File: config.mk
export PLATFORM = sky130hd
export DESIGN_NAME = regbank_32_out
export DESIGN_NICKNAME = d
export VERILOG_FILES = /design/src/rtl/regbank_32_out.sv
export SDC_FILE = /design/constraint.sdc
export NUM_CORES = 1
export LEC_CHECK = 0
export CORE_ASPECT_RATIO = 0.6
export CORE_MARGIN = 2
export CORE_UTILIZATION = 50
export CTS_CLUSTER_DIAMETER = 60
export DETAILED_ROUTE_END_ITERATION = 8
export GPL_TIMING_DRIVEN = 0
export PLACE_DENSITY_LB_ADDON = 0.2
export SETUP_SLACK_MARGIN = 0.4
export SLEW_MARGIN = 5
export SYNTH_ARGS = -nofsm -noshare
export SYNTH_HDL_FRONTEND = slang
export SYNTH_SLANG_ARGS = --single-unit
File: constraint.sdc
create_clock -name clk -period 2.05 [get_ports clk]
set_input_delay 0.205 -clock clk [delete_from_list [all_inputs] [get_ports clk]]
set_output_delay 0.205 -clock clk [all_outputs]
set_load 0.005 [all_outputs]
File: src/rtl/regbank_32_out.sv
// Write-side register bank: four 32-bit sources streamed as an AHB-Lite write burst.
// Optional error abort on hresp is enabled by defining REGBANK_OUT_ERR_EN.
module regbank_32_out #(
    parameter int ADDR_W = 32
) (
    input  logic              clk,
    input  logic              rst_n,
    input  logic              ld_en,
    input  logic [1:0]        ld_sel,
    input  logic [31:0]       ld_data,
    input  logic              start,
    input  logic [1:0]        sr1,
    input  logic [1:0]        cnt,
    input  logic [ADDR_W-1:0] start_addr,
    output logic [ADDR_W-1:0] haddr,
    output logic [1:0]        htrans,
    output logic              hwrite,
    output logic [2:0]        hsize,
    output logic [2:0]        hburst,
    output logic [31:0]       hwdatax1,
    input  logic              hready,
    input  logic              hresp,
    output logic              busy,
    output logic              done,
    output logic              err
);

    typedef enum logic [1:0] {
        S_IDLE,
        S_ADDR,
        S_DRAIN,
        S_DONE
    } state_t;

    localparam logic [1:0] HT_IDLE   = 2'b00;
    localparam logic [1:0] HT_NONSEQ = 2'b10;
    localparam logic [1:0] HT_SEQ    = 2'b11;

    state_t            state_q, state_d;
    logic [31:0]       regs_q [4];
    logic [31:0]       regs_d [4];
    logic [1:0]        beat_q, beat_d;
    logic [1:0]        sr1_q, sr1_d;
    logic [1:0]        cnt_q, cnt_d;
    logic [ADDR_W-1:0] base_q, base_d;
    logic [ADDR_W-1:0] haddr_q, haddr_d;
    logic [1:0]        htrans_q, htrans_d;
    logic              hwrite_q, hwrite_d;
    logic [2:0]        hburst_q, hburst_d;
    logic [31:0]       hwdata_q, hwdata_d;
    logic              busy_q, busy_d;
    logic              done_q, done_d;
    logic              err_q, err_d;

    logic [1:0]        beat_nxt;
    logic [1:0]        rd_idx;
    logic [1:0]        drain_idx;
    logic              abort;
    logic              err_hold;

`ifdef REGBANK_OUT_ERR_EN
    assign abort    = hresp & hready;
    assign err_hold = hresp & ~hready;
`else
    logic unused_hresp;
    assign unused_hresp = hresp;
    assign abort        = 1'b0;
    assign err_hold     = 1'b0;
`endif

    always_comb begin
        beat_nxt  = beat_q + 2'd1;
        rd_idx    = sr1_q + beat_q;
        drain_idx = sr1_q + cnt_q;

        for (int i = 0; i < 4; i++) begin
            regs_d[i] = regs_q[i];
        end
        // Source data is frozen while a transfer is in flight
        if (ld_en && !busy_q) begin
            regs_d[ld_sel] = ld_data;
        end

        state_d  = state_q;
        beat_d   = beat_q;
        sr1_d    = sr1_q;
        cnt_d    = cnt_q;
        base_d   = base_q;
        haddr_d  = haddr_q;
        htrans_d = htrans_q;
        hwrite_d = hwrite_q;
        hburst_d = hburst_q;
        hwdata_d = hwdata_q;
        busy_d   = busy_q;
        done_d   = 1'b0;
        err_d    = 1'b0;

        unique case (state_q)
            S_IDLE: begin
                htrans_d = HT_IDLE;
                hwrite_d = 1'b0;
                if (start) begin
                    state_d  = S_ADDR;
                    beat_d   = 2'd0;
                    sr1_d    = sr1;
                    cnt_d    = cnt;
                    base_d   = start_addr;
                    haddr_d  = start_addr;
                    htrans_d = HT_NONSEQ;
                    hwrite_d = 1'b1;
                    hburst_d = (cnt == 2'd0) ? 3'b000 : 3'b001;
                    busy_d   = 1'b1;
                end
            end
            S_ADDR: begin
                if (abort) begin
                    state_d  = S_IDLE;
                    htrans_d = HT_IDLE;
                    hwrite_d = 1'b0;
                    busy_d   = 1'b0;
                    done_d   = 1'b1;
                    err_d    = 1'b1;
                end else if (hready) begin
                    if (beat_q == cnt_q) begin
                        state_d  = S_DRAIN;
                        htrans_d = HT_IDLE;
                        hwrite_d = 1'b0;
                        hwdata_d = regs_q[drain_idx];
                    end else begin
                        beat_d   = beat_nxt;
                        haddr_d  = base_q + {{(ADDR_W-4){1'b0}}, beat_nxt, 2'b00};
                        htrans_d = HT_SEQ;
                        hwrite_d = 1'b1;
                        hwdata_d = regs_q[rd_idx];
                    end
                end else if (err_hold) begin
                    // First cycle of a two-cycle ERROR: cancel the pending beat
                    htrans_d = HT_IDLE;
                    hwrite_d = 1'b0;
                end
            end
            S_DRAIN: begin
                if (abort) begin
                    state_d = S_IDLE;
                    busy_d  = 1'b0;
                    done_d  = 1'b1;
                    err_d   = 1'b1;
                end else if (hready) begin
                    state_d = S_DONE;
                    busy_d  = 1'b0;
                    done_d  = 1'b1;
                end
            end
            S_DONE: begin
                state_d = S_IDLE;
            end
            default: begin
                state_d = S_IDLE;
            end
        endcase
    end

    always_ff @(posedge clk) begin
        if (!rst_n) begin
            state_q  <= S_IDLE;
            for (int i = 0; i < 4; i++) begin
                regs_q[i] <= 32'h0;
            end
            beat_q   <= 2'd0;
            sr1_q    <= 2'd0;
            cnt_q    <= 2'd0;
            base_q   <= '0;
            haddr_q  <= '0;
            htrans_q <= HT_IDLE;
            hwrite_q <= 1'b0;
            hburst_q <= 3'b000;
            hwdata_q <= 32'h0;
            busy_q   <= 1'b0;
            done_q   <= 1'b0;
            err_q    <= 1'b0;
        end else begin
            state_q  <= state_d;
            for (int i = 0; i < 4; i++) begin
                regs_q[i] <= regs_d[i];
            end
            beat_q   <= beat_d;
            sr1_q    <= sr1_d;
            cnt_q    <= cnt_d;
            base_q   <= base_d;
            haddr_q  <= haddr_d;
            htrans_q <= htrans_d;
            hwrite_q <= hwrite_d;
            hburst_q <= hburst_d;
            hwdata_q <= hwdata_d;
            busy_q   <= busy_d;
            done_q   <= done_d;
            err_q    <= err_d;
        end
    end

    assign haddr    = haddr_q;
    assign htrans   = htrans_q;
    assign hwrite   = hwrite_q;
    assign hsize    = 3'b010;
    assign hburst   = hburst_q;
    assign hwdatax1 = hwdata_q;
    assign busy     = busy_q;
    assign done     = done_q;
    assign err      = err_q;

endmodule
==> results.toml <==
[outcome]
status = "complete, but fails checks"
violations = "setup timing"

[cts]
numCtsBuffers = 23
cts_tree = "yes"
htree_levels = 1
clk_pin_slew_ns = 0.07
cts_sinks = 237
cts_hold_buf = 0
clock_latency_ns = 0.52
cts_max_path_buffers = 3
root_buffer = "clkbuf_16"

[critical_path]
critPathKind = "reg -> reg"
critical_path_arrival_ns = 2.69
worstPathRequired_ns = 2.47
max_stage_delay_ns = 0.32
timing.critical_path.mode_cell = "buf_6"
end_kind = "flip-flop"
crit_fanout = 6
crit_chain = "buf_6 > xor2_4 > buf_6 > ha_4 > a21oi_4 > buf_12 > nor3_4 > nand4_1 > xor2_1 > a221oi_2"
slowest_stage = "dfxtp_2"
startpoint_type = "flip-flop"

[synthesis]
synth_common_cells = "nand2_1 (474), dfxtp_1 (237), a21oi_1 (199)"
ys_top_cells_by_area = "dfxtp_1 (44%), nand2_1 (17%), a21oi_1 (9.3%), nand3_1 (4.1%), clkbuf_1 (3.0%)"
synth_mux_area_share_pct = 2.025
async_reset_ff_share_pct = 0
synthSimpleGateAreaFrac_pct = 25.49
synth-adder-area-share_pct = 1.001
yosysMostFrequentCell = "nand2_1"
synth-seq-cells = 237
synth_top_cell_by_area = "dfxtp_1"
yosysUniqueCellTypes = 60
synth_top_family_by_area = "simple AND/OR/NAND/NOR gates"
synth-main-ff-cell = "dfxtp_1"
synth.avg_cell_area_um2 = 7.648
synth_top_cell_area_share_pct = 44.12
yosysSeqAreaShare_pct = 44.12
syn_inst = 1406
synth_compound_area_share_pct = 19.27
synth_edf_count = 0
synth_area_mm2 = 0.01075
synth_warnings = 0
synth_xor_area_share_pct = 3.060

[pwr]
p_int_mw = 12.90
clkPwrFrac_pct = 22.4
power_density_mw_per_mm2 = 1261
p_sw_share_pct = 37.21
p_leak_nw = 5.942
seqPwrFrac_pct = 29.9
p_switching_mw = 7.645
p_comb_share_pct = 47.6
peakVddDrop_mv = 0.8605
total_power_mw = 20.54

[placement]
dpl-instance-area_mm2 = 0.01267
hpwl_um = 25980
place.gp.congestion = 0.9616
portBuffers = 142

[floorplan]
coreArea_mm2 = 0.02103
die_area_mm2 = 0.02273
rows = 41
io_pins = 152
fp.dieH_um = 117.6
initial_core_util_pct = 51.12
die_x_um = 193.3

[detailed_routing]
first_pass_iters = 6
num_vias = 12330
drt-initial-drc-count = 1868
drc = 0
routedWlPerCell_um = 22.92
ant_nets = 0
viasPerCell = 6.325
finalWirelength_um = 44700

[run]
cap_violations = 0

[timing]
clock.fmax_ghz = 0.4421
worstMarginPinSlew_ns = 1.075
rsz0062_at_grt = "yes"
fin_crit_ns = 2.262
fin_crit_sh_pct = 110.3
finClkSkew_ns = 0.01863
hold_viol_final = 0
setup_ws_ns = -0.2119
maxSlewHeadroom_pct = 28.34
setup_viol = 51
drv_slew = 0

[grt]
grt_pass1_wl_um = 63180
grt_overflow = 0
grt_pass1_vias = 11050
grt_max_degree = 15
track_usage_pct = 34.83
antenna_found_initial = 0

[final_layout]
nNetsFinal = 1741
drive_above_1_share_pct = 26.99
stdcell_area_mm2 = 0.01629
syn2layout_area_growth_pct = 51.51
diodes = 0

[worst_hold_path]
hold_class = "in -> reg"
[placed cells by master (no fill, tap or decap), types with 6 or more instances in the layout]
cell and count:
mux2i_1 14, xnor2_1 8, clkbuf_16 28, clkdlybuf4s50_1 138, dfxtp_1 214, nand2_1 436, o211ai_1 9, o2111ai_2 28
nand3_1 42, xor2_1 14, dfxtp_4 6, buf_4 43, buf_12 23, clkbuf_8 13, a21oi_2 24, dfxtp_2 17
buf_8 14, o22ai_1 18, nand3_4 7, buf_6 35, nor2_1 21, a21oi_1 186, clkbuf_2 25, nand3_2 40
nand2_2 10, nand2_4 26, clkbuf_1 33, o22ai_4 10, and4_1 8, conb_1 6, o21ai_0 7, nand4_1 12
[registers in the layout (all words and copies together) (netlist names), 2 cells and up]
| name | count |
|---|---|
| base_q | 32 |
| htrans | 2 |
| regs_q | 128 |
| sr1_q | 2 |
| state_q | 2 |
| haddr | 32 |
| hwdatax1 | 32 |
| beat_q | 2 |
| cnt_q | 2 |
[worst paths after layout]
path,from,end,slack (ns),depth (start not counted)
setup reg to reg,beat_q[1],haddr[31],-0.21,10
setup / recovery,beat_q[1],haddr[31],-0.21,10
hold / removal,sr1[1],sr1_q[1],0.25,3
hold reg to reg,regs_q[2][22],regs_q[2][22],0.46,2
[per-layer routing]
metal	GRT usage (%)	vias to the layer above	wire, µm
met5	0	-	0
met4	9.256	0	1576
met3	9.685	180	5856
met2	50.13	948	18830
met1	50.89	5871	18440
li1	-	5334	-
[cell type report]
class / count / area, µm²
Multi-Input combinational cell: 1050 / 6875
Sequential cell: 237 / 4788
Fill cell: 1390 / 4741
Timing Repair Buffer: 222 / 2482
Buffer: 115 / 954.7
Clock buffer: 33 / 693.2
Tap cell: 279 / 349.1
Clock inverter: 6 / 108.9
Inverter: 8 / 40.04
[logic make-up after synthesis]
group,count (synthesis)
AO/OA/AOI/OAI,337
XOR/XNOR,31
adder cells (fa/ha/maj),8
buffers and inverters,123
flip-flops,237
multiplexers,18
other,2
AND/OR/NAND/NOR,650
[worst max-delay path, delay by kind of cell (launching register included)]
family	cells	cell delay, ns
AND/OR/NAND/NOR	2	0.49
buffers and inverters	3	0.40
XOR/XNOR	2	0.36
flip-flops	1	0.32
AO/OA/AOI/OAI	2	0.32
adder cells (fa/ha/maj)	1	0.27
[stage by stage]
stage | TNS, ns | hold slack [ns] | util, % | worst slack (ns) | std cells
after floorplan | 0 | 0.3334 | - | 0.1761 | 1410
after global placement | -23.22 | 0.4402 | 60.24 | -0.5463 | 1831
after detailed placement | -30.04 | 0.4466 | 60.24 | -0.5541 | 1831
after CTS | -0.9373 | 0.2299 | 73.31 | -0.1186 | 1929
after global routing | -3.714 | 0.2867 | 77.46 | -0.2042 | 1950
final | -3.157 | 0.2463 | 77.46 | -0.2119 | 1950
[power by group through the flow]
| stage | clock network, mW | logic (mW) | registers [mW] |
|---|---|---|---|
| 6_report | 4.61 | 9.79 | 6.14 |
| 5_1_grt | 4.77 | 10.1 | 6.20 |
| 3_5_place_dp | 0 | 5.81 | 6.04 |
| 3_3_place_gp | 0 | 5.69 | 6.01 |
| 4_1_cts | 4.57 | 8.29 | 6.02 |
| 2_1_floorplan | 0 | 3.34 | 5.93 |
[repair_timing]
action | 4_1_cts | 5_1_grt
gates resized for setup | 318 | 191
endpoints found under the setup margin | 228 | 194
cloned | 9 | 3
setup buffers | 50 | 18
pin swaps | 102 | 60
hold endpoints to repair | 0 | 0
No activity file was read; power rests on OpenSTA's default activity.
